`src/rtl/iiitb_fifo_pkg.sv`:
```
// rtl/iiitb_fifo_pkg.sv - shared defaults and read-mode encodings for iiitb_fifo_gen
package iiitb_fifo_pkg;
    localparam int DEF_DATA_W = 8;
    localparam int DEF_ADDR_W = 3;
    localparam int MODE_STD   = 0;
    localparam int MODE_FWFT  = 1;
endpackage

```
`src/rtl/iiitb_fifo_ram.sv`:
```
// rtl/iiitb_fifo_ram.sv - DEPTH x DATA_W simple dual-port storage, sync write, async read
module iiitb_fifo_ram #(
    parameter int DATA_W = 8,
    parameter int ADDR_W = 3
) (
    input  logic              clk,
    input  logic              we,
    input  logic [ADDR_W-1:0] waddr,
    input  logic [DATA_W-1:0] wdata,
    input  logic [ADDR_W-1:0] raddr,
    output logic [DATA_W-1:0] rdata
);
    logic [DATA_W-1:0] mem [2**ADDR_W];

    always_ff @(posedge clk) begin
        if (we) begin
            mem[waddr] <= wdata;
        end
    end

    assign rdata = mem[raddr];
endmodule

```
`src/rtl/iiitb_fifo_gen.sv`:
```
// rtl/iiitb_fifo_gen.sv - parametrised synchronous FIFO with thresholds, sticky errors, flush, FWFT
module iiitb_fifo_gen
    import iiitb_fifo_pkg::*;
#(
    parameter int DATA_W   = DEF_DATA_W,
    parameter int ADDR_W   = DEF_ADDR_W,
    parameter int AF_LEVEL = (2**ADDR_W) - 1,
    parameter int AE_LEVEL = 1,
    parameter int FWFT     = MODE_STD
) (
    input  logic              clk,
    input  logic              rst,
    input  logic [DATA_W-1:0] buf_in,
    input  logic              wr_en,
    input  logic              rd_en,
    input  logic              flush,
    input  logic              err_clr,
    output logic [DATA_W-1:0] buf_out,
    output logic              buf_empty,
    output logic              buf_full,
    output logic              almost_empty,
    output logic              almost_full,
    output logic [ADDR_W:0]   fifo_counter,
    output logic              overflow,
    output logic              underflow
);
    localparam int              DEPTH   = 2**ADDR_W;
    localparam logic [ADDR_W:0] DEPTH_C = (ADDR_W+1)'(DEPTH);
    localparam logic [ADDR_W:0] AF_C    = (ADDR_W+1)'(AF_LEVEL);
    localparam logic [ADDR_W:0] AE_C    = (ADDR_W+1)'(AE_LEVEL);

    logic [ADDR_W-1:0] wr_ptr;
    logic [ADDR_W-1:0] rd_ptr;
    logic [ADDR_W:0]   count;
    logic [DATA_W-1:0] rdata;
    logic              rd_ok;
    logic              wr_ok;

    // Flags derive from the registered count only, so no input reaches an output combinationally.
    assign buf_empty    = (count == '0);
    assign buf_full     = (count == DEPTH_C);
    assign almost_empty = (count <= AE_C);
    assign almost_full  = (count >= AF_C);
    assign fifo_counter = count;

    assign rd_ok = rd_en & ~buf_empty;
    assign wr_ok = wr_en & (~buf_full | rd_ok);

    iiitb_fifo_ram #(
        .DATA_W (DATA_W),
        .ADDR_W (ADDR_W)
    ) u_ram (
        .clk   (clk),
        .we    (wr_ok & ~flush),
        .waddr (wr_ptr),
        .wdata (buf_in),
        .raddr (rd_ptr),
        .rdata (rdata)
    );

    always_ff @(posedge clk) begin
        if (rst || flush) begin
            wr_ptr <= '0;
            rd_ptr <= '0;
            count  <= '0;
        end else begin
            if (wr_ok) begin
                wr_ptr <= wr_ptr + 1'b1;
            end
            if (rd_ok) begin
                rd_ptr <= rd_ptr + 1'b1;
            end
            case ({wr_ok, rd_ok})
                2'b10:   count <= count + 1'b1;
                2'b01:   count <= count - 1'b1;
                default: count <= count;
            endcase
        end
    end

    // A new error outranks a same-cycle clear; flush suppresses error detection entirely.
    always_ff @(posedge clk) begin
        if (rst) begin
            overflow  <= 1'b0;
            underflow <= 1'b0;
        end else begin
            if (!flush && wr_en && !wr_ok) begin
                overflow <= 1'b1;
            end else if (err_clr) begin
                overflow <= 1'b0;
            end
            if (!flush && rd_en && !rd_ok) begin
                underflow <= 1'b1;
            end else if (err_clr) begin
                underflow <= 1'b0;
            end
        end
    end

    generate
        if (FWFT == MODE_FWFT) begin : g_fwft
            assign buf_out = buf_empty ? '0 : rdata;
        end else begin : g_std
            logic [DATA_W-1:0] out_q;
            always_ff @(posedge clk) begin
                if (rst || flush) begin
                    out_q <= '0;
                end else if (rd_ok) begin
                    out_q <= rdata;
                end
            end
            assign buf_out = out_q;
        end
    endgenerate
endmodule

```
`config.mk`:
```
export PLATFORM = sky130hd
export DESIGN_NAME = iiitb_fifo_gen
export DESIGN_NICKNAME = d
export VERILOG_FILES = /design/src/rtl/iiitb_fifo_pkg.sv /design/src/rtl/iiitb_fifo_ram.sv /design/src/rtl/iiitb_fifo_gen.sv
export SDC_FILE = /design/constraint.sdc
export NUM_CORES = 1
export LEC_CHECK = 0
export BUFFER_PORTS_ARGS = -buffer_cell sky130_fd_sc_hd__buf_2
export CAP_MARGIN = 20
export CORE_UTILIZATION = 41
export DETAILED_ROUTE_END_ITERATION = 10
export GPL_TIMING_DRIVEN = 0
export PLACE_DENSITY = 0.68
export SYNTH_ARGS = -nofsm -noshare
export SYNTH_HDL_FRONTEND = slang
export SYNTH_HIERARCHICAL = 1
export SYNTH_SLANG_ARGS = --single-unit
export TNS_END_PERCENT = 30
```
`constraint.sdc`:
```
create_clock -name clk -period 3.4 [get_ports clk]
set_input_delay 1.02 -clock clk [delete_from_list [all_inputs] [get_ports clk]]
set_output_delay 1.02 -clock clk [all_outputs]
set_load 0.1 [all_outputs]
```
==> results of run 1 <==
[worst max-delay path: stages, from the launching register on]
cell and delay, ps:
dfxtp_1 370, inv_1 100, ha_1 290, nor3b_2 330, buf_2 490
[sequential cells by signal, indices dropped and copies added, names as in the netlist]
signal        cells
rd_ptr            3
overflow          1
wr_ptr            3
fifo_counter      4
u_ram/mem        64
underflow         1
buf_out           8
[metrics by stage]
step	cell area, µm²	hold WS [ps]	power, mW	cells
detailed placement	3840	483	1.30	356
finish	4090	495	2.13	372
global placement	3830	472	1.30	355
CTS	4090	503	2.15	372
global route	4090	528	2.21	372
floorplan	3550	477	1.26	220
[final timing paths]
kind	startpoint	end	slack, ps	depth (start not counted)
setup / recovery	fifo_counter[0]	buf_empty	440	4
hold / removal	buf_out[5]	buf_out[5]	490	2
setup reg to reg	fifo_counter[0]	u_ram/mem[4][2]	640	8
hold reg to reg	buf_out[5]	buf_out[5]	490	2
[final cells by class]
| type | count | area share |
|---|---|---|
| timing repair buffer | 31 | 0.0386 |
| inverter | 8 | 0.00735 |
| tap | 105 | 0.0321 |
| clock buffer | 9 | 0.0303 |
| sequential | 84 | 0.568 |
| buffer | 12 | 0.0199 |
| multi-input combinational | 116 | 0.274 |
| clock inverter | 7 | 0.0297 |
[cells by family after synthesis]
family	count (synthesis)	share of synthesized area
AO/OA/AOI/OAI	16	0.0315
XOR/XNOR	6	0.0149
adder cells (fa/ha/maj)	5	0.0177
buffers and inverters	20	0.0315
flip-flops	84	0.658
multiplexers	37	0.181
AND/OR/NAND/NOR	52	0.0656
[metal layers]
metal / vias up / part of all wire / track usage
met3: 8 / 0.031 / 0.0290
met2: 40 / 0.47 / 0.243
li1: 923 / - / -
met1: 935 / 0.49 / 0.206
met5: - / 0 / 0
met4: 0 / 0.014 / 0.0720
[power groups by stage]
stage               Combinational, mW  Sequential [mW]  Clock, mW
finish                          0.157             1.12      0.856
floorplan                      0.0918             1.17          0
CTS                             0.159             1.12      0.870
global route                    0.171             1.12      0.913
detailed placement              0.158             1.14          0
global placement                0.155             1.14          0
[layout by cell type (no fill, tap or decap), types with 2 or more instances in the layout]
master and instances:
clkbuf_1 4, nor2_1 30, dfxtp_1 20, nand2_1 7, nand2b_1 5, nand3b_1 2
inv_1 8, o21ai_0 3, a32oi_1 2, bufinv_16 3, xor2_1 5, mux2_2 9
inv_6 2, clkbuf_8 9, buf_2 34, mux2i_1 11, ha_1 5, buf_6 2
mux4_1 15, edfxtp_1 64, a21oi_1 4
==> results.ini, run 1 <==
[power_and_ir_drop]
seqPwrFrac=0.525
power.static_leakage_nw=1.53
peakVddDrop_mv=0.299
p_comb_frac=0.074
internal_power_mw=1.65
power.density_nw_per_um2=522
netSwitchingFraction=0.224
p_clk_frac=0.401
p_switching_uw=479

[logic_synthesis]
syn_inst=220
synth.most_common_cell=edfxtp_1
synth_nets=239
async_reset_ff_frac=0
synth_top_area_cell=edfxtp_1
yosys-top-cells-count=edfxtp_1 (64), nor2_1 (30), dfxtp_1 (20)
netlist.area_leader.share=0.544
synthFlopType=edfxtp_1
synth_area_um2=3530
yosys_warnings=6
syn_area_per_cell_um2=16.0
synth_enable_flop_cells=64
ys_seq_area_frac=0.658
synth_cell_types=36
synth.area.top_cells=edfxtp_1 (54%), dfxtp_1 (11%), mux4_1 (11%)
synth-seq-cells=84

[route]
drtAntennaViolNets=0
vias_per_cell=5.12
dr.pass1.iters=4
totalWireLength_mm=6.21
drtIter0Drc=91
wl_per_cell_um=16.7
drc_errors=0
vias=1906

[setup_path]
end_kind=output port
path_max_fanout=8
cp_data_required_time_ps=2380
crit_path_start_kind=flip-flop
arrival_ps=1940
worst-setup-path-type=reg -> out

[finish]
fillers=722
post-route-util=0.495
regArea_um2=2320
fin_nets=281
multi_input_area_um2=1120
diodes=0
syn_to_final_growth_pct=15.7
layout-drive-gt1-share=0.258

[placement]
io_buffers=30
dp_hpwl_mm=4.08
globalplace.congestion=0.747
pre_cts_ws_ps=138

[sta]
tightest_slew_ps=930
slew_violations=0
setup_tns_ps=0
fin_crit_sh=0.869
skew_ps=6.92
max_freq_mhz=338
setup_violations=0
rsz0062_at_grt=no
slew_headroom=0.377
hold_viol_final=0
timing.final.ws_setup_ps=444
min_period_ps=2960

[global_routing]
grt_pass1_vias=1837
antenna_found_initial=0
grt_max_degree=16
grt_use_total=0.154
grt_pass1_wl_mm=9.71
grt.overflow.total=0

[die]
die-height_um=94.8
initial_core_util=0.428
dieArea_um2=8990
fp-row-count=33
die_width_um=94.8
num_io_pins=32
core_um2=8260

[clocking]
post_cts_buffers=0
clk_pin_slew_ps=80
cts_root_buf=clkbuf_8
clockBufferDepth=2
cts_sinks=84
h-tree-depth=3
cts_hold_buf=0
cts_tree=done
clk-insertion-delay-late_ps=350
cts_buffers=9
cts_repair_resize_count=0

[worst_hold_path]
hp-class=reg -> reg

[flow_run]
max_cap_viol_count=0

[status]
outcome=finished, final reports clean

Power figures use the tool's default switching activity.
==> run 2: changes to the inputs <==
Settings changed: GPL_ROUTABILITY_DRIVEN from default to 0, SYNTH_HIERARCHICAL 1 to default.
==> run 2 against run 1 <==
Clock skew is 1.8 ps higher. Maximum frequency is 4.0% lower. Routed wire length is 0.34% higher. Global-route usage is 0.19 points higher. Non-clock buffer count is 1 lower. Count of clock-buffer cells in the layout is 3 higher. Flip-flop and latch count stayed put. Clock power is 16% lower. Via count is 0.10% higher. Register-to-register slack hardly changed. Combinational power is 25% higher. Synthesized area is 4.4% lower.
==> results.ini, run 2 <==
[setup_path]
critPathBufInv=3  ; +1
cp_cell_sequence=inv_1 -> ha_1 -> or3b_2 -> inv_1 -> buf_2
arrival_ps=2060  ; +120 ps
end_kind=output port
max_stage_delay_ps=510  ; +20 ps
cp_common_cell=inv_1
crit_path_start_kind=flip-flop
worst-setup-path-type=reg -> out
worstSetupPathDepth=5  ; +1
path_delay_family=buffers and inverters
crit_slowest_cell=or3b_2
path_max_fanout=5  ; -3
rr_worst_depth=9  ; +1
cp_data_required_time_ps=2380  ; about the same

[power_and_ir_drop]
power_mw=2.04  ; -4.3%
power.static_leakage_nw=1.34  ; -12%
power.density_nw_per_um2=526  ; +0.71%
peakVddDrop_mv=0.185  ; -38%

[global_routing]
grt_use_total=0.156  ; +0.00193
antenna_found_initial=0  ; unchanged
grt_pass1_wl_mm=9.63  ; -0.78%
grt_pass1_vias=1850  ; +0.71%
grt.overflow.total=0  ; unchanged
grt_max_degree=15  ; -1

[logic_synthesis]
yosys_warnings=0  ; -6
synthSimpleGateAreaFrac=0.0982  ; +0.0327
synth_area_um2=3380  ; -4.4%
synth-seq-cells=84  ; unchanged
syn_inst=221  ; +0.45%
synth_nets=241  ; +0.84%
synth_compound_area_frac=0.0474  ; +0.0159
netlist.area_leader.share=0.569  ; +0.0250
yosys-top-cells-count=edfxtp_1 (64), nor2_1 (22), dfxtp_1 (20)
synth_top_area_cell=edfxtp_1
synth.most_common_cell=edfxtp_1
synthFlopType=edfxtp_1
synth_top_family_by_area=multiplexers
synth-xor-area-share=0.0182  ; +0.00328
muxShareOfSynthArea=0.104  ; -0.0773
ys_seq_area_frac=0.688  ; +0.0302
async_reset_ff_frac=0  ; unchanged
syn_area_per_cell_um2=15.3  ; -4.8%
synth_cell_types=35  ; -2.8%
synth.area.top_cells=edfxtp_1 (57%), dfxtp_1 (12%), mux4_2 (5.3%)
synth_enable_flop_cells=64  ; unchanged
synth_adder_area_share=0.0222  ; +0.00452

[finish]
final_common_cell=edfxtp_1
regArea_um2=2320  ; +0.11%
syn_to_final_growth_pct=15.0
diodes=0  ; unchanged
final_area_um2=3880  ; -5.0%
layout-drive-gt1-share=0.264  ; +0.00551
post-route-util=0.495  ; about the same
fillers=684  ; -5.3%
fin_nets=284  ; +1.1%
largest_reg_flops=64  ; unchanged
multi_input_area_um2=990  ; -12%
layout_common_cells=edfxtp_1 (64), buf_2 (34), nor2_1 (22)
top_register=u_ram.mem

[die]
die-height_um=92.7  ; -2.2%
initial_core_util=0.430  ; +0.00259
core_um2=7850  ; -5.0%
dieArea_um2=8600  ; -4.3%
fp-row-count=32  ; -3.0%
die_width_um=92.7  ; -2.2%
num_io_pins=32  ; unchanged

[sta]
fin_crit_sh=0.906  ; +0.0366
setup_violations=0  ; unchanged
slew_headroom=0.456  ; +0.0791
timing.final.ws_setup_ps=319  ; -124 ps
rsz0062_at_grt=no
max_freq_mhz=325  ; -4.0%
setup_tns_ps=0  ; unchanged
hold_viol_final=0  ; unchanged
skew_ps=8.69  ; +1.77 ps
tightest_slew_ps=814  ; -117 ps
slew_violations=0  ; unchanged
min_period_ps=3080  ; +124 ps

[placement]
dp_hpwl_mm=4.28  ; +4.9%
placed_cell_area_um2=3680  ; -4.2%
io_buffers=31  ; +3.3%
pre_cts_ws_ps=434  ; +296 ps

[route]
dr.pass1.iters=4  ; unchanged
drc_errors=0  ; unchanged
drtIter0Drc=83  ; -8.8%
vias_per_cell=5.14  ; +0.37%
totalWireLength_mm=6.23  ; +0.34%
vias=1908  ; +0.10%
wl_per_cell_um=16.8  ; +0.61%
drtAntennaViolNets=0  ; unchanged

[clocking]
clk-insertion-delay-late_ps=350  ; about the same
cts_root_buf=clkbuf_8
cts_hold_buf=0  ; unchanged
cts_tree=done
cts_repair_resize_count=0  ; unchanged
clockBufferDepth=2  ; unchanged
clk_pin_slew_ps=80  ; about the same
cts_buffers=9  ; unchanged
cts_sinks=84  ; unchanged
post_cts_buffers=0  ; unchanged
h-tree-depth=3  ; unchanged

[flow_run]
max_cap_viol_count=0  ; unchanged

[worst_hold_path]
worstHoldPathCells=2  ; unchanged
hp-class=reg -> reg

[status]
outcome=finished, final reports clean

[run 2: cell types whose count changed after synthesis, sizes merged, moves of 3 or more]
| cell | delta |
|---|---|
| mux2 | -10 |
| a211oi | +8 |
| nor2 | -8 |
| clkbuf | -3 |
| mux2i | +6 |
| mux4 | -8 |
| nor3 | +8 |
| inv | -4 |
| o22ai | +7 |
[run 2: per-layer routing]
metal  global-route usage  wire length (µm)  vias up
met1                0.206              2780      927
li1                     -                 -      927
met5                    0                 0        -
met4               0.0808               147        0
met2                0.245              2980       44
met3               0.0304               324       10
[run 2: tightest hold or removal path, stage by stage, from the launching register on]
cell and delay [ps]:
dfxtp_1 310, nand2b_1 60, a21oi_1 60
[run 2: path summary, 6_finish.rpt]
| path | start | to | slack (ps) |
|---|---|---|---|
| worst max-delay path | fifo_counter[1] | buf_empty | 320 |
| worst min-delay path | overflow | overflow | 470 |
| worst max register to register | fifo_counter[1] | fifo_counter[2] | 650 |
| worst min register to register | overflow | overflow | 470 |
[run 2: through the flow]
step	hold WS [ps]	std cells
after floorplan	508	221
after global placement	448	354
after detailed placement	457	355
after CTS	470	371
after global routing	504	371
final	469	371
[run 2: cell families (layout without fill, tap and decap cells)]
kind of cell | after synthesis | in the layout
flip-flops | 84 | 84
AND/OR/NAND/NOR | 60 | 60
AO/OA/AOI/OAI | 25 | 25
multiplexers | 25 | 25
buffers and inverters | 14 | 62
XOR/XNOR | 7 | 7
adder cells (fa/ha/maj) | 6 | 6
[run 2: cell type report]
type                       count  area share
buffer                        10      0.0155
clock buffer                  12      0.0399
clock inverter                 4      0.0126
inverter                       4     0.00387
multi-input combinational    123       0.255
sequential                    84       0.599
tap                          102      0.0329
timing repair buffer          32      0.0419
[run 2: report_power, final]
part           internal (mW)  switching, mW
clock                  0.379          0.341
combinational         0.0511          0.146
sequential              1.12        0.00912
==> run 3: changes to the inputs <==
Settings changed: CORE_MARGIN from default to 2.
==> run 3 against run 2 <==
Sequential share of layout area is essentially flat. First-iteration DRC count grew 3.6%. Critical path type unchanged. Non-clock buffer count is the same. Clock skew grew 1.6 ps. Clock power shrank 3%.
==> results.ini, run 3 (same netlist as run 2, synthesis figures left out) <==
[status]
outcome=finished, final reports clean

[sta]
tightest_slew_ps=800  ; -13.4 ps
slew_violations=0  ; unchanged
setup_violations=0  ; unchanged
setup_tns_ps=0  ; unchanged
fin_crit_sh=0.909  ; +0.00319
max_freq_mhz=323  ; -0.35%
slew_headroom=0.465  ; +0.00900
skew_ps=10.3  ; +1.61 ps
rsz0062_at_grt=no
whs_ps=466  ; -3.41 ps
hold_viol_final=0  ; unchanged
min_period_ps=3090  ; +10.8 ps
timing.final.ws_setup_ps=309  ; -10.8 ps

[power_and_ir_drop]
internal_power_mw=1.52  ; -1.4%
power.static_leakage_nw=1.33  ; -0.48%
netSwitchingFraction=0.246  ; +0.00288
p_comb_frac=0.097  ; about the same
p_clk_frac=0.347  ; -0.006
power.density_nw_per_um2=520  ; -1.0%
peakVddDrop_mv=0.212  ; +15%
p_switching_uw=497  ; +0.19%
seqPwrFrac=0.556  ; +0.005

[worst_hold_path]
hold_end=underflow
hp-class=reg -> reg
worst_hold_startpoint=underflow
worstHoldPathCells=2  ; unchanged

[finish]
largest_reg_flops=64  ; unchanged
top_register=u_ram.mem
layout_common_cells=edfxtp_1 (64), buf_2 (34), nor2_1 (22)
fin_nets=284  ; unchanged
final_common_cell=edfxtp_1
syn_to_final_growth_pct=15.1  ; about the same
fillers=743  ; +8.6%
layout-drive-gt1-share=0.264  ; unchanged
diodes=0  ; unchanged

[route]
vias=1895  ; -0.68%
drc_errors=0  ; unchanged
vias_per_cell=5.07  ; -1.5%
drtAntennaViolNets=0  ; unchanged
wl_per_cell_um=15.8  ; -6.2%
drtIter0Drc=86  ; +3.6%
dr.pass1.iters=4  ; unchanged
totalWireLength_mm=5.89  ; -5.4%

[setup_path]
worst-setup-path-type=reg -> out
crit_path_start_kind=flip-flop
end_kind=output port
cp_data_required_time_ps=2380  ; about the same
rr_worst_depth=11  ; +2
reg2reg_from=fifo_counter[0]
arrival_ps=2070  ; about the same
path_max_fanout=5  ; unchanged
crit-reg2reg-capture=fifo_counter[3]
reg2reg_slack_ps=700  ; +50 ps

[clocking]
clockBufferDepth=2  ; unchanged
cts_hold_buf=0  ; unchanged
cts_root_buf=clkbuf_8
cts_sinks=84  ; unchanged
cts_repair_resize_count=0  ; unchanged
post_cts_buffers=0  ; unchanged
clk-insertion-delay-late_ps=360  ; about the same
h-tree-depth=3  ; unchanged
clk_pin_slew_ps=80  ; about the same
cts_tree=done
cts_buffers=9  ; unchanged

[die]
core_um2=8090  ; +3.1%
dieArea_um2=8980  ; +4.4%
fp-row-count=33  ; +3.1%
num_io_pins=32  ; unchanged
die-height_um=94.7  ; +2.2%
die_width_um=94.7  ; +2.2%
initial_core_util=0.417  ; -0.0130

[global_routing]
grt_use_total=0.145  ; -0.0114
grt_max_degree=15  ; unchanged
antenna_found_initial=0  ; unchanged
grt_pass1_vias=1874  ; +1.3%
grt_pass1_wl_mm=9.33  ; -3.2%
grt.overflow.total=0  ; unchanged

[placement]
pre_cts_ws_ps=487  ; +53.0 ps
io_buffers=31  ; unchanged
dp_hpwl_mm=4.00  ; -6.6%

[flow_run]
max_cap_viol_count=0  ; unchanged

run 3: changes by cell type in the layout (fill, tap and decap cells not counted), sizes merged:
cell      delta
clkbuf       -2
clkinv       +1
clkinvlp     +1
run 3: power groups by stage:
stage | combinational, mW | sequential (mW) | clock (mW)
floorplan | 0.104 | 1.19 | 0
CTS | 0.197 | 1.12 | 0.718
finish | 0.196 | 1.12 | 0.702
global placement | 0.194 | 1.15 | 0
global route | 0.211 | 1.13 | 0.752
detailed placement | 0.196 | 1.15 | 0
run 3: critical path, stage by stage, from the launching register on:
cell and delay, ps:
dfxtp_2 350, inv_1 100, ha_1 250, or3b_2 510, inv_1 90, buf_2 420
run 3: per-stage QoR:
step           std cells  utilization  power (mW)  cell area (µm²)
6_report             374        0.480        2.02             3880
5_1_grt              374        0.480        2.09             3880
4_1_cts              374        0.480        2.04             3880
3_5_place_dp         358        0.455        1.34             3680
3_3_place_gp         357        0.454        1.34             3680
2_1_floorplan        221            -        1.30             3390
run 3: cell type report:
| type | count | area [µm²] | area share |
|---|---|---|---|
| Clock inverter | 6 | 63.8 | 0.0164 |
| Buffer | 10 | 60.1 | 0.0155 |
| Inverter | 4 | 15.0 | 0.00386 |
| Sequential cell | 84 | 2320 | 0.598 |
| Tap cell | 105 | 131 | 0.0338 |
| Timing Repair Buffer | 32 | 163 | 0.0419 |
| Multi-Input combinational cell | 123 | 990 | 0.255 |
| Clock buffer | 10 | 138 | 0.0354 |
run 3: metal layers:
metal | up-vias | track usage | part of all wire
li1 | 925 | - | -
met1 | 917 | 0.191 | 0.46
met2 | 43 | 0.223 | 0.47
met3 | 10 | 0.0303 | 0.041
met4 | 0 | 0.0821 | 0.023
met5 | - | 0 | 0
run 3: worst max-delay path by stage:
stage,from,to,depth (start not counted)
detailed placement,rd_en,fifo_counter[3],9
CTS,fifo_counter[1],buf_empty,5
global route,fifo_counter[1],buf_empty,5
global placement,rd_en,u_ram.mem[1][0],4
finish,fifo_counter[1],buf_empty,5
floorplan,fifo_counter[2],u_ram.mem[4][0],4
